**src/rtl/risc18_seq_ctrl.sv**
```systemverilog
// Multi-cycle sequencer for the RISC18 core: fetch/decode/execute/memory/writeback
// control with registered (Moore) strobes, program counter and retired-instruction count.
module risc18_seq_ctrl #(
    parameter int unsigned PC_W = 8
) (
    input  logic            clock,
    input  logic            reset,
    input  logic            start,
    input  logic [15:0]     instr,
    input  logic            instr_valid,
    input  logic            mem_ready,
    input  logic            eq,
    output logic            fetch_req,
    output logic [PC_W-1:0] pc,
    output logic [15:0]     ir,
    output logic [1:0]      alu_op,
    output logic            rf_we,
    output logic [2:0]      rf_waddr,
    output logic            mem_req,
    output logic            mem_we,
    output logic            busy,
    output logic            halted,
    output logic [15:0]     retired
);

    typedef enum logic [2:0] {
        S_IDLE, S_FETCH, S_DECODE, S_EXEC, S_MEM, S_WB, S_HALT
    } state_t;

    localparam logic [3:0] OP_ADD = 4'b0000;
    localparam logic [3:0] OP_NDU = 4'b0010;
    localparam logic [3:0] OP_LW  = 4'b0100;
    localparam logic [3:0] OP_SW  = 4'b0101;
    localparam logic [3:0] OP_BEQ = 4'b0110;
    localparam logic [3:0] OP_JAL = 4'b1000;
    localparam logic [3:0] OP_HLT = 4'b1111;

    state_t            state, state_n;
    logic [PC_W-1:0]   pc_n;
    logic [15:0]       ir_n, retired_n;
    logic              retire, clear;
    logic [3:0]        op, op_n;
    logic              fetch_req_n, rf_we_n, mem_req_n, mem_we_n, busy_n, halted_n;
    logic [1:0]        alu_op_n;
    logic [2:0]        rf_waddr_n;

    assign op = ir[15:12];

    always_comb begin
        state_n = state;
        pc_n    = pc;
        ir_n    = ir;
        retire  = 1'b0;
        clear   = 1'b0;
        case (state)
            S_IDLE: if (start) begin
                state_n = S_FETCH;
                pc_n    = '0;
                clear   = 1'b1;
            end
            S_FETCH: if (instr_valid) begin
                ir_n    = instr;
                state_n = S_DECODE;
            end
            S_DECODE: state_n = S_EXEC;
            S_EXEC: begin
                state_n = S_FETCH;
                retire  = 1'b1;
                pc_n    = pc + 1'b1;
                case (op)
                    OP_LW, OP_SW: begin
                        state_n = S_MEM;
                        retire  = 1'b0;
                        pc_n    = pc;
                    end
                    OP_BEQ: if (eq) pc_n = pc + PC_W'(ir[5:0]);
                    OP_JAL: pc_n = pc + PC_W'(ir[8:0]);
                    OP_HLT: begin
                        state_n = S_HALT;
                        pc_n    = pc;
                    end
                    default: ;
                endcase
            end
            S_MEM: if (mem_ready) begin
                if (op == OP_SW) begin
                    state_n = S_FETCH;
                    pc_n    = pc + 1'b1;
                    retire  = 1'b1;
                end else begin
                    state_n = S_WB;
                end
            end
            S_WB: begin
                state_n = S_FETCH;
                pc_n    = pc + 1'b1;
                retire  = 1'b1;
            end
            default: state_n = S_HALT;
        endcase

        if (clear)
            retired_n = '0;
        else if (retire && retired != '1)
            retired_n = retired + 1'b1;
        else
            retired_n = retired;
    end

    // Strobes are decoded from the upcoming state/ir so they register in step with it.
    always_comb begin
        op_n        = ir_n[15:12];
        fetch_req_n = (state_n == S_FETCH);
        mem_req_n   = (state_n == S_MEM);
        mem_we_n    = mem_req_n && (op_n == OP_SW);
        busy_n      = !(state_n inside {S_IDLE, S_HALT});
        halted_n    = (state_n == S_HALT);
        rf_we_n     = 1'b0;
        rf_waddr_n  = '0;
        alu_op_n    = '0;
        if (state_n == S_EXEC) begin
            case (op_n)
                OP_ADD: begin rf_we_n = 1'b1; rf_waddr_n = ir_n[11:9]; alu_op_n = 2'b00; end
                OP_NDU: begin rf_we_n = 1'b1; rf_waddr_n = ir_n[11:9]; alu_op_n = 2'b01; end
                OP_JAL: begin rf_we_n = 1'b1; rf_waddr_n = 3'd7;       alu_op_n = 2'b11; end
                default: ;
            endcase
        end else if (state_n == S_WB) begin
            rf_we_n    = 1'b1;
            rf_waddr_n = ir_n[11:9];
            alu_op_n   = 2'b10;
        end
    end

    always_ff @(posedge clock or posedge reset) begin
        if (reset) begin
            state     <= S_IDLE;
            pc        <= '0;
            ir        <= '0;
            retired   <= '0;
            fetch_req <= 1'b0;
            rf_we     <= 1'b0;
            rf_waddr  <= '0;
            alu_op    <= '0;
            mem_req   <= 1'b0;
            mem_we    <= 1'b0;
            busy      <= 1'b0;
            halted    <= 1'b0;
        end else begin
            state     <= state_n;
            pc        <= pc_n;
            ir        <= ir_n;
            retired   <= retired_n;
            fetch_req <= fetch_req_n;
            rf_we     <= rf_we_n;
            rf_waddr  <= rf_waddr_n;
            alu_op    <= alu_op_n;
            mem_req   <= mem_req_n;
            mem_we    <= mem_we_n;
            busy      <= busy_n;
            halted    <= halted_n;
        end
    end

endmodule

```
**config.mk**
```make
export PLATFORM = sky130hd
export DESIGN_NAME = risc18_seq_ctrl
export DESIGN_NICKNAME = d
export VERILOG_FILES = /design/src/rtl/risc18_seq_ctrl.sv
export SDC_FILE = /design/constraint.sdc
export NUM_CORES = 1
export LEC_CHECK = 0
export CORE_MARGIN = 1.5
export CORE_UTILIZATION = 35
export DETAILED_ROUTE_END_ITERATION = 8
export GPL_TIMING_DRIVEN = 1
export PLACE_DENSITY = 0.58
export SYNTH_ARGS = -nofsm -noshare
export SYNTH_HDL_FRONTEND = slang
export SYNTH_SLANG_ARGS = --single-unit
```
**constraint.sdc**
```tcl
create_clock -name clock -period 3.4 [get_ports clock]
set_input_delay 1.02 -clock clock [delete_from_list [all_inputs] [get_ports clock]]
set_output_delay 1.02 -clock clock [all_outputs]
set_load 0.03 [all_outputs]
```
==> summary.txt, run 1 <==
Outcome
  • Status: finished, final reports clean

Global routing
  • Gr usage total: 16.20%
  • First-pass GRT wire length: 11760 µm
  • Vias in the first global route: 2482
  • Gr ovfl total: 0
  • Largest net degree at the start of global routing: 31
  • Initial antenna violation count: 0

Floorplan
  • IO Pins: 73
  • Die Area: 9310 µm²
  • Die span in x: 96.49 µm
  • Site Rows: 33
  • Core Region: 8341 µm²
  • Initial Utilization: 36.68%
  • Die H: 96.49 µm

Clocking
  • CTS tree: built
  • Clk slew on worst S/H paths: 0.11 ns
  • Clk sinks: 54
  • Postcts setup bufs: 0
  • Post-CTS Hold Buffers: 0
  • Resize count post-CTS: 0
  • H-tree levels: 2
  • Root buf cell: clkbuf_8
  • Clk buf depth: 2
  • CTS Buf Count: 5
  • Clk_lat worst skew: 0.31 ns

Logic synthesis
  • Post-synth EDFFs: 0
  • Post-synth top area share: 44.17%
  • Top-count cell post-synth: dfrtp_1
  • Post-synthesis cell type count: 62
  • Syn Std Cell Area: 3059 µm²
  • Asr flop ratio synth: 100.0%
  • Synth Flop Type: dfrtp_1
  • Top cells by instance count after synthesis: dfrtp_1 (54), nor2_1 (27), nand2_1 (24), a21oi_1 (17)
  • Synthesized Nets: 342
  • Synth Instances: 310
  • Leading area contributor after synthesis: dfrtp_1
  • Synth Warn #: 0
  • Top cells by area, synth: dfrtp_1 (44%), mux2_2 (4.4%), xnor2_1 (3.7%)
  • Flop and latch count out of synthesis: 54
  • Seq/Total Area, Yosys: 44.17%
  • Synth Area per Inst: 9.868 µm²

Setup path
  • WS Path Type: primary input to register
  • Internal reg-to-reg setup slack: 0.99 ns
  • WP data required: 3.58 ns
  • Critical R2R Launch: state[0]
  • Critical Path Start Type: primary input
  • Crit-path max FO: 16
  • CP Data Arrival Time: 2.90 ns
  • Critical Path Start: start
  • Crit. End Element: register

Job
  • Total of max-cap violations: 0

Placed design
  • DP Worst Slack: 0.3746 ns
  • Port-buffer cells: 72
  • Routability Congestion: 0.8022
  • DPL Wire Length: 5417 µm
  • Placed cells: 478

Layout
  • Fillers: 813
  • Antenna Cells: 0
  • Final #Nets: 412
  • Layout Cells excl Fill: 486
  • Multi-input gate area: 1583 µm²
  • Register area: 1351 µm²
  • Area Growth Syn to Fin: 30.06%
  • Share of cells above drive strength 1: 8.924%

Timing
  • Min Clock Period, post-route: 2.713 ns
  • Slew Limit Fails: 0
  • PnR worst setup slack: 0.6871 ns
  • RSZ-0062 raised after global routing: no
  • Fin. Hold Viols: 0
  • Maximum clock rate: 368.6 MHz
  • Tightest Pin Transition: 0.5668 ns
  • Final setup vio count: 0
  • Tcrit/Tclk final: 79.79%
  • Setup TNS: 0 ns
  • Max-slew headroom: 62.16%
  • Setup Skew: 0.01300 ns

Pwr
  • P_leak: 1.676 nW
  • PD cells: 853.3 nW/µm²
  • Design Power: 0.003395 W
  • Peak VDD IR: 0.3742 mV

Drt
  • Final wirelength: 7251 µm
  • Antenna viol nets, final: 0
  • Post-DR vias/cell: 5.218
  • Post-route DRC: 0
  • Routed length per instance: 14.92 µm
  • TritonRoute pass-1 iters: 4
  • DRT iter0 DRCs: 71
  • DR vias: 2536

Hold path
  • Hold Crit Start: ir[8]
  • Path category of the worst min-delay check: register to register
## layout by cell type, fill, tap and decap left out, types with 4 or more instances in the layout
master / instances
clkdlybuf4s50_1: 72
dfrtp_1: 54
nor2_1: 27
nand2_1: 24
a21oi_1: 17
xnor2_1: 13
mux2_2: 12
inv_1: 12
nand3_1: 11
o21ai_0: 9
nor3_1: 9
nand4_1: 9
ha_1: 9
mux2i_1: 8
and3_1: 6
a22o_1: 5
clkbuf_8: 5
nor3b_1: 4
a21o_1: 4
## critical path, stage by stage
cell	delay, ns
clkdlybuf4s50_1	0.50
nor3b_1	0.39
a211oi_1	0.11
o32ai_2	0.26
buf_4	0.24
o21ai_0	0.11
a22oi_1	0.18
nand3_1	0.08
## stage by stage
stage	cell area (µm²)	util, %	hold WS, ns
6_report	3979	47.70	0.5239
5_1_grt	3979	47.70	0.5434
4_1_cts	3979	47.70	0.5341
3_5_place_dp	3881	46.53	0.5029
3_3_place_gp	3881	46.53	0.4950
2_1_floorplan	3059	-	0.6467
## state kept, by name, summed over array words and instances, names as in the netlist
name / cells
alu_op: 2
busy: 1
fetch_req: 1
halted: 1
ir: 16
mem_req: 1
mem_we: 1
pc: 8
retired: 16
rf_waddr: 3
rf_we: 1
state: 3
## path summary, 6_finish.rpt
check / endpoint / cells after the start
max: pc[6] / 8
min: ir[8] / 1
max reg2reg: rf_waddr[0] / 5
min reg2reg: ir[8] / 1
max in group asynchronous: pc[6] / 3
min in group asynchronous: retired[10] / 2
## report_power, final
| group | switching [W] | total [W] | internal, W |
|---|---|---|---|
| combinational | 0.00109 | 0.00192 | 0.000828 |
| sequential | 0.000265 | 0.00110 | 0.000833 |
| clock | 0.000226 | 0.000380 | 0.000153 |
| total | 0.00158 | 0.00340 | 0.00181 |
## cell families after synthesis
kind of cell,Yosys count,share of synthesized area (%)
flops,54,44.17
buf+inv,27,4.090
xor+xnor,16,4.581
simple gates,112,18.77
mux,20,7.035
compound gates,71,17.01
fa+ha+maj,10,4.335
## per-layer routing
metal  up-vias  routed length [µm]  track usage [%]
met1      1224                3463            22.24
met4         0                  50            3.986
met3         2                 330            3.208
li1       1259                   -                -
met2        51                3406            26.17
met5         -                   0                0
## final cells by class
cell class	instances	area share, %
clock buffers	5	1.730
inverters	14	1.321
flip-flops and latches	54	33.96
well taps	105	3.302
clock inverters	3	0.7233
repair buffers	76	19.18
multi-input cells	229	39.78
No activity file was read; power rests on OpenSTA's default activity.
==> run 2, diff against run 1 <==
--- a/config.mk
+++ b/config.mk
@@ -9,7 +9,7 @@
 export CORE_UTILIZATION = 35
 export DETAILED_ROUTE_END_ITERATION = 8
 export GPL_TIMING_DRIVEN = 1
-export PLACE_DENSITY = 0.58
+export PLACE_DENSITY = 0.6
 export SYNTH_ARGS = -nofsm -noshare
 export SYNTH_HDL_FRONTEND = slang
 export SYNTH_SLANG_ARGS = --single-unit
==> constraint.sdc (replaced) <==
create_clock -name clock -period 2.2 [get_ports clock]
set_input_delay 0.66 -clock clock [delete_from_list [all_inputs] [get_ports clock]]
set_output_delay 0.66 -clock clock [all_outputs]
set_load 0.03 [all_outputs]
==> run 2 against run 1 <==
Net effect:
- register-to-register slack got worse by 0.87 ns
- final area grew 8.3%
- die area is the same
- worst hold slack worse by 0.0050 ns
- sequential share of layout area shrank 2.6 points
- routed wire length increased by 1.8%
- final cell count is 6.8% higher
- first-iteration DRC count shrank 32%
- power increased by 74%
- non-clock buffer count is 33 higher
- clock skew fell by 0.0031 ns
- clock power increased by 120%
- critical path type is now register to primary output
==> summary.txt, run 2 (synthesis gave the netlist of run 1 again) <==
Floorplan
  • IO Pins: 73
  • Die Area: 9310 µm²
  • Site Rows: 33
  • Core Region: 8341 µm²
  • Die span in x: 96.49 µm
  • Initial Utilization: 36.68%
  • Die H: 96.49 µm

Timing
  • Final setup vio count: 0
  • RSZ-0062 raised after global routing: no
  • Tcrit/Tclk final: 97.32%
  • Setup Skew: 0.009935 ns
  • Tightest Pin Transition: 0.3560 ns
  • Maximum clock rate: 467.0 MHz
  • Min Clock Period, post-route: 2.141 ns
  • Max-slew headroom: 76.05%
  • Fin Hold WS: 0.5189 ns
  • Fin. Hold Viols: 0
  • Slew Limit Fails: 0

Layout
  • Antenna Cells: 0
  • Top flop regs: ir (16), retired (16), pc (8)
  • Share of cells above drive strength 1: 17.63%
  • Final #Nets: 445
  • Layout Cells excl Fill: 519
  • Commonest non-fill, non-tap cell in the layout: clkdlybuf4s50_1
  • Area Growth Syn to Fin: 40.86%
  • Most frequent cells in the layout: clkdlybuf4s50_1 (62), dfrtp_1 (53), buf_4 (36)

Hold path
  • Path category of the worst min-delay check: register to register
  • Hold Path Stages: 1

Clocking
  • Resize count post-CTS: 3
  • Clk buf depth: 2
  • Clk sinks: 54
  • Postcts setup bufs: 0
  • Root buf cell: clkbuf_8
  • Post-CTS Hold Buffers: 0
  • Clk slew on worst S/H paths: 0.10 ns
  • CTS Buf Count: 5
  • H-tree levels: 2
  • Clk_lat worst skew: 0.31 ns
  • CTS tree: built

Placed design
  • Port-buffer cells: 72
  • Placed cells: 511
  • Routability Congestion: 0.8707
  • DPL Wire Length: 5578 µm

Setup path
  • Crit. End Element: primary output
  • Crit-path max FO: 5
  • CP Data Arrival Time: 1.48 ns
  • WP data required: 1.54 ns
  • FF-to-FF path depth: 6
  • Critical Path Start Type: register
  • WS Path Type: register to primary output

Drt
  • Antenna viol nets, final: 0
  • Post-DR vias/cell: 5.164
  • DR vias: 2680
  • DRT iter0 DRCs: 48
  • Final wirelength: 7378 µm
  • TritonRoute pass-1 iters: 4
  • Routed length per instance: 14.22 µm
  • Post-route DRC: 0

Pwr
  • Logic pwr share: 58.6%
  • Peak VDD IR: 0.7313 mV
  • P_leak: 1.978 nW
  • P_int: 0.003404 W
  • Switching pwr: 0.002521 W
  • Flop pwr share: 27.5%
  • PD cells: 1375 nW/µm²
  • Sw Share: 42.55%
  • Clock power share: 13.9%

Global routing
  • First-pass GRT wire length: 12080 µm
  • Vias in the first global route: 2536
  • Gr usage total: 16.62%
  • Initial antenna violation count: 0
  • Gr ovfl total: 0
  • Largest net degree at the start of global routing: 55

Job
  • Total of max-cap violations: 0

Outcome
  • Status: finished, final reports clean
[run 2: final cells by class]
cell class	instances	area (µm²)
clock buffers	6	82.58
fillers	790	4031
repair buffers	109	1025
inverters	14	52.55
flip-flops and latches	54	1353
clock inverters	2	60.06
well taps	105	131.4
multi-input cells	229	1605
[run 2: critical path, stage by stage, from the launching register on]
cell	delay, ns
dfrtp_1	0.36
buf_4	0.14
clkdlybuf4s50_1	0.67
[run 2: power by group through the flow]
stage,clock [W],sequential [W],combinational [W]
6_report,0.000821,0.00163,0.00347
3_5_place_dp,0,0.00164,0.00348
3_3_place_gp,0,0.00164,0.00343
4_1_cts,0.000845,0.00163,0.00347
5_1_grt,0.000887,0.00168,0.00377
2_1_floorplan,0,0.00207,0.00167
[run 2: path summary, 6_finish.rpt]
| path | startpoint | end | slack [ns] |
|---|---|---|---|
| worst max-delay path | pc[0] | pc[0] | 0.06 |
| max in group asynchronous | reset | ir[12] | 1.22 |
| worst min-delay path | ir[8] | ir[8] | 0.52 |
| min in group asynchronous | reset | pc[3] | 0.71 |
| worst min register to register | ir[8] | ir[8] | 0.52 |
| worst max register to register | ir[15] | retired[8] | 0.12 |
[run 2: per-layer routing]
layer	global-route usage [%]	up-vias	share of wire (%)
li1	-	1321	-
met5	0	-	0
met4	5.072	0	1.4
met2	25.82	63	47
met1	23.27	1288	48
met3	3.286	8	4.5
[run 2: per-stage QoR]
step | area [µm²] | util [%] | power, W | setup WS (ns) | setup TNS [ns]
floorplan | 3060 | - | 0.003732 | 0.002259 | 0
global placement | 4130 | 49.52 | 0.005067 | -0.2961 | -5.876
detailed placement | 4130 | 49.52 | 0.005126 | -0.3278 | -6.498
CTS | 4269 | 51.19 | 0.005947 | 0.003534 | 0
global route | 4309 | 51.67 | 0.006334 | 0.001491 | 0
finish | 4309 | 51.67 | 0.005925 | 0.05886 | 0
==> run 3, diff against run 2 <==
--- a/config.mk
+++ b/config.mk
@@ -5,7 +5,7 @@
 export SDC_FILE = /design/constraint.sdc
 export NUM_CORES = 1
 export LEC_CHECK = 0
-export CORE_MARGIN = 1.5
+export ABC_CLOCK_PERIOD_IN_PS = 2200
 export CORE_UTILIZATION = 35
 export DETAILED_ROUTE_END_ITERATION = 8
 export GPL_TIMING_DRIVEN = 1
==> run 3 against run 2 <==
Net effect:
- sequential cell count did not move
- sequential share of layout area is 0.15 points higher
- routed wire length rose by 1.3%
- core utilization shrank 0.15 points
- combinational power increased by 3%
- first-iteration DRC count increased by 85%
- register-to-register slack better by 0.02 ns
- worst hold slack worse by 0.0063 ns
- maximum frequency decreased by 0.95%
- critical path depth decreased by 1
- clock skew down 0.0029 ns
- power fell by 0.34%
- largest power group unchanged
==> summary.txt, run 3 (synthesis gave the netlist of run 1 again) <==
Outcome
  • Status: finished, final reports clean

Layout
  • Commonest non-fill, non-tap cell in the layout: clkdlybuf4s50_1
  • Antenna Cells: 0
  • Util after Layout: 51.52%
  • Final #Nets: 446
  • Layout Cells excl Fill: 519
  • Top flop regs: ir (16), retired (16), pc (8)
  • Area Growth Syn to Fin: 40.45%
  • Share of cells above drive strength 1: 18.60%
  • Fillers: 761
  • Most frequent cells in the layout: clkdlybuf4s50_1 (64), dfrtp_1 (51), buf_4 (35)

Setup path
  • Critical Path Start Type: register
  • Worst-path cell chain: clkdlybuf4s50_1
  • CP Data Arrival Time: 1.50 ns
  • WP data required: 1.54 ns
  • Cell family with most CP delay: buffers and inverters
  • WS Path Type: register to primary output
  • WP buf/inv: 1
  • Crit-path max FO: 6
  • Internal reg-to-reg setup slack: 0.14 ns
  • Crit. End Element: primary output
  • Max incr delay on CP: 0.71 ns
  • CP max stage cell: clkdlybuf4s50_1

Placed design
  • DPL Wire Length: 5538 µm
  • Routability Congestion: 0.8977
  • Placed cells: 509
  • Port-buffer cells: 72

Drt
  • Post-route DRC: 0
  • Final wirelength: 7477 µm
  • DRT iter0 DRCs: 89
  • TritonRoute pass-1 iters: 4
  • Antenna viol nets, final: 0
  • DR vias: 2683
  • Routed length per instance: 14.41 µm
  • Post-DR vias/cell: 5.170

Clocking
  • H-tree levels: 2
  • Clk_lat worst skew: 0.31 ns
  • Clk buf depth: 2
  • Clk slew on worst S/H paths: 0.10 ns
  • CTS tree: built
  • Clk sinks: 54
  • CTS Buf Count: 5
  • Root buf cell: clkbuf_8
  • Post-CTS Hold Buffers: 0

Timing
  • Max-slew headroom: 75.70%
  • Final setup vio count: 0
  • Tcrit/Tclk final: 98.26%
  • Tightest Pin Transition: 0.3617 ns
  • Slew Limit Fails: 0
  • Fin. Hold Viols: 0
  • Maximum clock rate: 462.6 MHz
  • Fin Hold WS: 0.5125 ns
  • Min Clock Period, post-route: 2.162 ns
  • Setup Skew: 0.007000 ns
  • Setup TNS: 0 ns

Global routing
  • Vias in the first global route: 2532
  • M1 GR Usage: 23.33%
  • Gr usage total: 16.92%
  • Initial antenna violation count: 0
  • First-pass GRT wire length: 12010 µm
  • Grt met3 use: 2.951%
  • Met2 Usage GRT: 27.20%
  • Gr ovfl total: 0
  • Gr busiest metal: met2
  • Largest net degree at the start of global routing: 55

Floorplan
  • Site Rows: 33
  • Die H: 95.49 µm
  • Die span in x: 95.49 µm
  • Die Area: 9118 µm²
  • IO Pins: 73
  • Initial Utilization: 36.68%
  • Core Region: 8341 µm²

Pwr
  • P_leak: 1.913 nW
  • PD cells: 1374 nW/µm²
  • Peak VDD IR: 0.6345 mV
  • Design Power: 0.005905 W

Job
  • Total of max-cap violations: 0

Hold path
  • Path category of the worst min-delay check: register to register
-- run 3: cell count changes in the layout (fill, tap and decap cells not counted), sizes merged --
cell and change:
buf +1, bufinv -1, clkdlybuf4s50 +2, dlygate4sd2 +1, dlymetal6s2s -3
-- run 3: per-layer routing --
metal	share of wire, %	vias up
met4	0.96	0
met1	49	1293
li1	-	1327
met5	0	-
met3	3.8	6
met2	47	57
-- run 3: timing repair --
item                                    in CTS  in global routing
buffers inserted                             0                  2
gates cloned                                 0                  1
pin swaps                                    0                  3
gates resized for setup                      4                 14
endpoints found under the setup margin       4                  8
-- run 3: power by group --
part           internal (W)  switching (W)  leakage, nW
sequential          0.00130       0.000338        0.697
combinational       0.00169        0.00189         1.16
clock              0.000365       0.000328       0.0573
total               0.00335        0.00255         1.91
-- run 3: worst paths after layout --
path	endpoint	from	depth (start not counted)
hold reg to reg	ir[8]	ir[8]	1
setup reg to reg	retired[8]	ir[13]	6
max in group asynchronous	ir[14]	reset	3
hold / removal	ir[8]	ir[8]	1
min in group asynchronous	pc[3]	reset	3
setup / recovery	pc[3]	pc[3]	1
-- run 3: through the flow --
stage	area, µm²	worst slack, ns
global placement	4128	-0.2629
finish	4297	0.03838
floorplan	3060	0.002259
global route	4297	-0.002416
CTS	4235	0.01705
detailed placement	4128	-0.2936
-- run 3: cell type report --
class | instances | area, µm² | share of cell area, %
flip-flops and latches | 54 | 1355 | 31.54
multi-input cells | 229 | 1612 | 37.51
repair buffers | 110 | 1033 | 24.05
well taps | 105 | 131.4 | 3.058
clock buffers | 6 | 82.58 | 1.922
inverters | 14 | 52.55 | 1.223
clock inverters | 1 | 30.03 | 0.6989
